`config.mk`:
```
export PLATFORM = sky130hd
export DESIGN_NAME = rx_sync_ctrl
export DESIGN_NICKNAME = d
export VERILOG_FILES = /design/src/rtl/rx_sync_ctrl.sv
export SDC_FILE = /design/constraint.sdc
export NUM_CORES = 1
export LEC_CHECK = 0
export CORE_MARGIN = 5
export CORE_UTILIZATION = 55
export DETAILED_ROUTE_END_ITERATION = 7
export GPL_TIMING_DRIVEN = 0
export PLACE_DENSITY = 0.83
export SKIP_CTS_REPAIR_TIMING = 1
export SLEW_MARGIN = 20
export SYNTH_ARGS = -nofsm -noshare
export SYNTH_HDL_FRONTEND = slang
export SYNTH_SLANG_ARGS = --single-unit
```
`constraint.sdc`:
```
create_clock -name clk_f -period 4.2 [get_ports clk_f]
set_input_delay 0.84 -clock clk_f [delete_from_list [all_inputs] [get_ports clk_f]]
set_output_delay 0.84 -clock clk_f [all_outputs]
set_load 0.03 [all_outputs]
```
`src/rtl/rx_sync_ctrl.sv`:
```
`default_nettype none
// ============================================================================
// Module   : rx_sync_ctrl
// Purpose  : Receive-side lane synchronization controller. Finds byte
//            alignment on the comma symbol, requests a bit slip when no
//            comma shows up, declares the lane active after a run of
//            commas, qualifies payload bytes and detects loss of sync.
// Revision : 1.0 - initial release
// ============================================================================
module rx_sync_ctrl #(
  parameter logic [7:0] COMMA       = 8'hBC,
  parameter int         SYNC_COUNT  = 4,
  parameter int         SLIP_WINDOW = 8,
  parameter int         SLIP_SETTLE = 2,
  parameter int         LOSS_WINDOW = 16
) (
  input  logic       clk_f,
  input  logic       reset,
  input  logic       lane_en,
  input  logic [7:0] data_in,
  output logic [7:0] data_out,
  output logic       valid_out,
  output logic       active,
  output logic       slip,
  output logic [3:0] bc_count
);

  localparam int WIN_W    = $clog2(SLIP_WINDOW + 1);
  localparam int SETTLE_W = $clog2(SLIP_SETTLE + 1);
  localparam int GAP_W    = $clog2(LOSS_WINDOW + 1);

  // Terminal values: a counter sitting at *_LAST means the byte being
  // sampled now is the one that completes its window.
  localparam logic [WIN_W-1:0]    WIN_LAST    = WIN_W'(SLIP_WINDOW - 1);
  localparam logic [SETTLE_W-1:0] SETTLE_LAST = SETTLE_W'(SLIP_SETTLE - 1);
  localparam logic [GAP_W-1:0]    GAP_LAST    = GAP_W'(LOSS_WINDOW - 1);
  localparam logic [3:0]          SYNC_LAST   = 4'(SYNC_COUNT - 1);

  typedef enum logic [2:0] {
    IDLE      = 3'd0,
    SEARCH    = 3'd1,
    SLIP_WAIT = 3'd2,
    SYNC      = 3'd3,
    ACTIVE    = 3'd4
  } state_t;

  state_t              state, state_nxt;
  logic [WIN_W-1:0]    win_cnt, win_nxt;
  logic [SETTLE_W-1:0] settle_cnt, settle_nxt;
  logic [GAP_W-1:0]    gap_cnt, gap_nxt;
  logic [7:0]          data_nxt;
  logic                valid_nxt, active_nxt, slip_nxt;
  logic [3:0]          bc_nxt;
  logic                is_comma;

  assign is_comma = (data_in == COMMA);

  // State register.
  always_ff @(posedge clk_f or negedge reset) begin
    if (!reset) state <= IDLE;
    else        state <= state_nxt;
  end

  // Next state plus next values of every registered output and counter.
  always_comb begin
    state_nxt  = state;
    data_nxt   = data_in;
    valid_nxt  = 1'b0;
    active_nxt = active;
    slip_nxt   = 1'b0;
    bc_nxt     = bc_count;
    win_nxt    = win_cnt;
    settle_nxt = settle_cnt;
    gap_nxt    = gap_cnt;

    if (!lane_en) begin
      // Disabling the lane overrides everything and clears all state.
      state_nxt  = IDLE;
      data_nxt   = 8'h00;
      active_nxt = 1'b0;
      bc_nxt     = 4'd0;
      win_nxt    = '0;
      settle_nxt = '0;
      gap_nxt    = '0;
    end else begin
      case (state)
        IDLE: begin
          state_nxt = SEARCH;
        end

        SEARCH: begin
          // A comma on the window's last byte takes precedence over a slip.
          if (is_comma) begin
            bc_nxt  = 4'd1;
            win_nxt = '0;
            if (SYNC_COUNT == 1) begin
              state_nxt  = ACTIVE;
              active_nxt = 1'b1;
            end else begin
              state_nxt = SYNC;
            end
          end else if (win_cnt == WIN_LAST) begin
            slip_nxt  = 1'b1;
            win_nxt   = '0;
            state_nxt = SLIP_WAIT;
          end else begin
            win_nxt = win_cnt + WIN_W'(1);
          end
        end

        SLIP_WAIT: begin
          // Bytes arriving while the deserializer realigns are meaningless.
          if (settle_cnt == SETTLE_LAST) begin
            settle_nxt = '0;
            state_nxt  = SEARCH;
          end else begin
            settle_nxt = settle_cnt + SETTLE_W'(1);
          end
        end

        SYNC: begin
          if (is_comma) begin
            bc_nxt = bc_count + 4'd1;
            if (bc_count == SYNC_LAST) begin
              state_nxt  = ACTIVE;
              active_nxt = 1'b1;
            end
          end else begin
            // Broken run: restart the search without slipping.
            bc_nxt    = 4'd0;
            state_nxt = SEARCH;
          end
        end

        ACTIVE: begin
          valid_nxt = !is_comma;
          if (is_comma) begin
            gap_nxt = '0;
          end else if (gap_cnt == GAP_LAST) begin
            // Loss of sync: the byte completing the gap is dropped.
            state_nxt  = SEARCH;
            active_nxt = 1'b0;
            valid_nxt  = 1'b0;
            bc_nxt     = 4'd0;
            gap_nxt    = '0;
          end else begin
            gap_nxt = gap_cnt + GAP_W'(1);
          end
        end

        default: begin
          state_nxt  = IDLE;
          active_nxt = 1'b0;
          bc_nxt     = 4'd0;
          win_nxt    = '0;
          settle_nxt = '0;
          gap_nxt    = '0;
        end
      endcase
    end
  end

  // Output and counter registers.
  always_ff @(posedge clk_f or negedge reset) begin
    if (!reset) begin
      data_out   <= 8'h00;
      valid_out  <= 1'b0;
      active     <= 1'b0;
      slip       <= 1'b0;
      bc_count   <= 4'd0;
      win_cnt    <= '0;
      settle_cnt <= '0;
      gap_cnt    <= '0;
    end else begin
      data_out   <= data_nxt;
      valid_out  <= valid_nxt;
      active     <= active_nxt;
      slip       <= slip_nxt;
      bc_count   <= bc_nxt;
      win_cnt    <= win_nxt;
      settle_cnt <= settle_nxt;
      gap_cnt    <= gap_nxt;
    end
  end

endmodule
`default_nettype wire

```
After elaboration in Yosys (flattened, before gate mapping)
Index checks and enable logic that the tools add are counted.

Output and inout bits: 15. Register bits: 29. Word-level logic and storage cells: 86. Input port bits: 11.

Reduce and logical (&&, ||, !) cells: 10. Mux-type cells: 41. Equality and inequality tests: 22. Add/sub/neg operators: 4.

Operator list (number): $mux 4 (8); $mux 3 (8); $ne 3x3->1 const B (6); $pmux 4 s4 (1); $mux 5 (3); $pmux 3 s5 (1); $mux 1 (13); $reduce_or 4->1 (3); $ne 2x2->1 const B (5); $pmux 5 s2 (1); $reduce_and 5->1 (2); $add 4x1->4 const B (2); $eq 8x8->1 const B (1); $mux 8 (1); $ne 4x4->1 const B (2); $pmux 4 s2 (1); $eq 3x2->1 const B (2); $add 5x1->5 const B (1); $eq 5x4->1 const B (1); $eq 4x2->1 const B (1); $eq 4x3->1 const B (1); $mux 2 (2); $pmux 2 s2 (1); $reduce_and 4->1 (1); 9 further kinds (9).

Longest topological paths before layout
Depth after elaboration: 6. Mapped depth: 6. Depth with buffers taken out: 6.

Least setup slack after synthesis
No wires, ideal clock.

Kind: input port to flip-flop. Start point: input port data_in[1]. End point: register state[0]. Buffers on the path: 0. Setup time: 0.079 ns. Required time: 4.121 ns. Slack: 2.298 ns. Data arrival time: 1.823 ns. Cell stages on the path: 5. Cell sequence: and4bb_2 a21boi_1 or2_2 nand3_1 mux2i_1.

Word-level cells in the longest chain between the ends: 4. Elaborated cells between the ends (all ways): 9. Classes of those cells: eq/ne: 4; mux: 4; reduce/logical: 1.

Ends and longest elaborated chain: start: declaration (RTL line 20) `input logic [7:0] data_in,`; $eq 8x8->1 * (RTL line 56) `assign is_comma = (data_in == COMMA);`; $mux 3 (on tied branches) (RTL line 122, 93); $pmux 3 s5 (RTL line 86) `case (state)`; $mux 3 (RTL line 76) `if (!lane_en) begin`; end signal: assignment (RTL line 61) `else state <= state_nxt;`; end: declaration (RTL line 47) `state_t state, state_nxt;`.

Mark *: on every way between the ends. The rest lies on a longest branch, timed or not. A chain may end at the register's enable or synchronous reset.

Worst setup path in the final report
Start point: register bc_count[0]. End point: output port bc_count[0].

RTL lines: start: declaration (RTL line 25) `output logic [3:0] bc_count`; start signal: assignment (RTL line 179) `bc_count <= bc_nxt;`.

No word-level cell between the ends.

==> flow_metrics.py <==
metrics = {
    "critical_path": {
        "crit_path_top_delay_cell": "clkdlybuf4s50_1",
        "r2r_start": "gap_cnt[0]$_DFFE_PN0P_",
        "cp_max_fo": 5,
        "cp-startpoint": "bc_count[0]$_DFFE_PN0P_",
        "r2r_slack_ns": 2.54,
        "critPathMaxStageDelay_ns": 0.70,
        "cp-end-kind": "output port",
        "path_class": "reg -> out",
        "rr_endpoint": "state[0]$_DFFE_PN0P_",
        "arrival_ns": 1.43,
        "start_kind": "flop",
        "endpoint": "bc_count[0]",
        "crit_chain": "clkdlybuf4s50_1",
        "reg2reg_depth": 6,
        "cp_num_buf_inv": 1,
        "path_depth": 1,
        "critPathRequiredTime_ns": 3.36,
        "critPathTopFamily": "buffers and inverters",
    },
    "cts": {
        "clk_transition_reported_paths_ns": 0.08,
        "htreeDepth": 2,
        "cts_made_buffers": 5,
        "cts_root_buf": "clkbuf_4",
        "clockBufferDepth": 2,
        "clkSinkCount": 29,
        "cts_tree": "built",
        "clk_latency_ns": 0.32,
    },
    "synth": {
        "synthArstFlopShare": 1.00,
        "syn_area_per_cell_um2": 10.8,
        "synth_top_family_by_area": "simple AND/OR/NAND/NOR gates",
        "syn_nets": 144,
        "ys.flop_type": "dfrtp_1",
        "synth_warnings": 0,
        "synth_edf_count": 0,
        "ys_seq_area_frac": 0.519,
        "synth_top_area_frac": 0.519,
        "yosys.area_share.simple": 0.244,
        "synth_fa_ha_area_frac": 0.0268,
        "synth-compound-area-share": 0.169,
        "postSynthCellCount": 130,
        "yosys.area.top_type": "dfrtp_1",
        "synth.mux.area_fraction": 0.0152,
        "synth_xor_area_frac": 0.00626,
        "synth_area_leaders": "dfrtp_1 52%, and2_1 4.5%, o21ai_0 4.3%",
        "yosysUniqueCellTypes": 46,
        "synth_seq_cells": 29,
        "syn_area_um2": 1400,
    },
    "sta": {
        "skew_ns": 0.00445,
        "whs_ns": 0.501,
        "worstMarginPinSlew_ns": 0.628,
        "hold_viol_final": 0,
        "rsz0062_at_grt": "false",
        "relSlewSlack": 0.582,
        "finalCritPeriodShare": 0.541,
        "setup_viol": 0,
        "slew_violations": 0,
        "max_freq_mhz": 440,
        "tns_ns": 0,
        "fin_crit_ns": 2.27,
    },
    "drt": {
        "wl_per_cell_um": 15.6,
        "dr.pass1.iters": 4,
        "drt.antenna.violating_nets": 0,
        "vias": 1094,
        "drt_iter0_markers": 34,
        "drc_errors": 0,
        "drt-vias-per-instance": 5.70,
        "wl_um": 3000,
    },
    "global_routing": {
        "overflow": 0,
        "grt_pass1_wl_um": 5120,
        "antenna_found_initial": 0,
        "grt_use_total": 0.192,
        "grt_pass1_vias": 1144,
        "grt_max_degree": 30,
    },
    "pwr": {
        "power.internal_uw": 451,
        "p_sw_frac": 0.312,
        "p_leak_uw": 0.000793,
        "clkPwrFrac": 0.251,
        "power.density_nw_per_um2": 377,
        "combPwrFrac": 0.241,
        "power_frac_seq": 0.509,
        "ir_drop_uv": 324,
        "power_switching_uw": 204,
    },
    "floorplanning": {
        "coreArea_um2": 2450,
        "dieArea_um2": 3650,
        "die_w_um": 60.4,
        "num_io_pins": 26,
        "die_height_um": 60.4,
        "std_cell_rows": 18,
        "start_util": 0.570,
    },
    "placed_design": {
        "dp_hpwl_um": 2340,
        "gp_congestion": 0.878,
        "numPortBuffers": 25,
    },
    "run": {
        "maxCapViolCount": 0,
    },
    "layout": {
        "fin_nets": 176,
        "fillers": 177,
        "drive_gt1_frac": 0.111,
        "seq_area_um2": 726,
        "multi_input_area_um2": 646,
        "syn_to_final_growth_pct": 24.2,
        "antennaDiodeCount": 0,
        "final_common_cell": "dfrtp_1",
        "layout_common_cells": "29 x dfrtp_1, 24 x clkdlybuf4s50_1, 12 x o21ai_0",
    },
    "hold_path": {
        "worstHoldPathType": "reg -> reg",
    },
    "outcome": {
        "outcome": "complete, no violations",
    },
}
[worst min-delay path by stage]
stage | endpoint | start | depth (start not counted) | slack, ns
floorplan | win_cnt[3]$_DFFE_PN0P_ | win_cnt[3]$_DFFE_PN0P_ | 1 | 0.45
global placement | win_cnt[3]$_DFFE_PN0P_ | win_cnt[3]$_DFFE_PN0P_ | 1 | 0.46
detailed placement | win_cnt[3]$_DFFE_PN0P_ | win_cnt[3]$_DFFE_PN0P_ | 1 | 0.49
CTS | win_cnt[3]$_DFFE_PN0P_ | win_cnt[3]$_DFFE_PN0P_ | 1 | 0.50
global route | gap_cnt[4]$_DFFE_PN0P_ | gap_cnt[4]$_DFFE_PN0P_ | 1 | 0.53
finish | win_cnt[3]$_DFFE_PN0P_ | win_cnt[3]$_DFFE_PN0P_ | 1 | 0.50
[area by class of cell]
class                           count  share of cell area
Inverter                            5              0.0108
Clock buffer                        7              0.0317
Tap cell                           30              0.0216
Sequential cell                    29               0.418
Multi-Input combinational cell     94               0.372
Buffer                              2             0.00504
Timing Repair Buffer               25               0.141
[state kept, by name, indices dropped and copies added (netlist names)]
name / count
bc_count: 4
valid_out: 1
state: 3
slip: 1
data_out: 8
settle_cnt: 2
win_cnt: 4
gap_cnt: 5
active: 1
[per-stage QoR]
stage / power, µW / utilization / area, µm² / cells / setup slack (ns)
after floorplan: 441 / - / 1400 / 130 / 2.30
after global placement: 487 / 0.687 / 1690 / 185 / 1.73
after detailed placement: 496 / 0.685 / 1680 / 185 / 1.66
after CTS: 659 / 0.707 / 1740 / 192 / 1.91
after global routing: 691 / 0.707 / 1740 / 192 / 1.82
final: 655 / 0.707 / 1740 / 192 / 1.93
[layer usage]
| layer | track usage | wire length, µm |
|---|---|---|
| met2 | 0.330 | 1470 |
| met4 | 0.0960 | 70 |
| met5 | 0 | 0 |
| met1 | 0.225 | 1210 |
| met3 | 0.0468 | 246 |
[power groups by stage]
stage               sequential [µW]  combinational (µW)  clock [µW]
floorplan                       340                 101           0
global placement                336                 151           0
detailed placement              338                 158           0
CTS                             332                 158         168
global route                    338                 175         179
finish                          333                 158         164
[synthesized netlist by cell type, types with 2 or more instances]
cell	number
and2_1	10
o21ai_1	2
a21oi_1	5
nor2_1	5
nor2b_1	2
nand3_1	4
dfrtp_1	29
and4bb_2	2
a21o_1	2
o21a_1	2
nor3_1	2
nand2_1	8
a31oi_1	2
inv_1	5
and4b_1	2
ha_1	3
a22o_1	2
nand2b_1	4
o21ai_0	12
[cells by family after synthesis]
family | Yosys count
buffers and inverters | 7
and+or+nand+nor | 53
xor gates and xnor gates | 1
DFF | 29
adders and majority gates | 3
AOI/OAI and AO/OA | 35
muxes | 2
(Power assumes the default switching activity.)
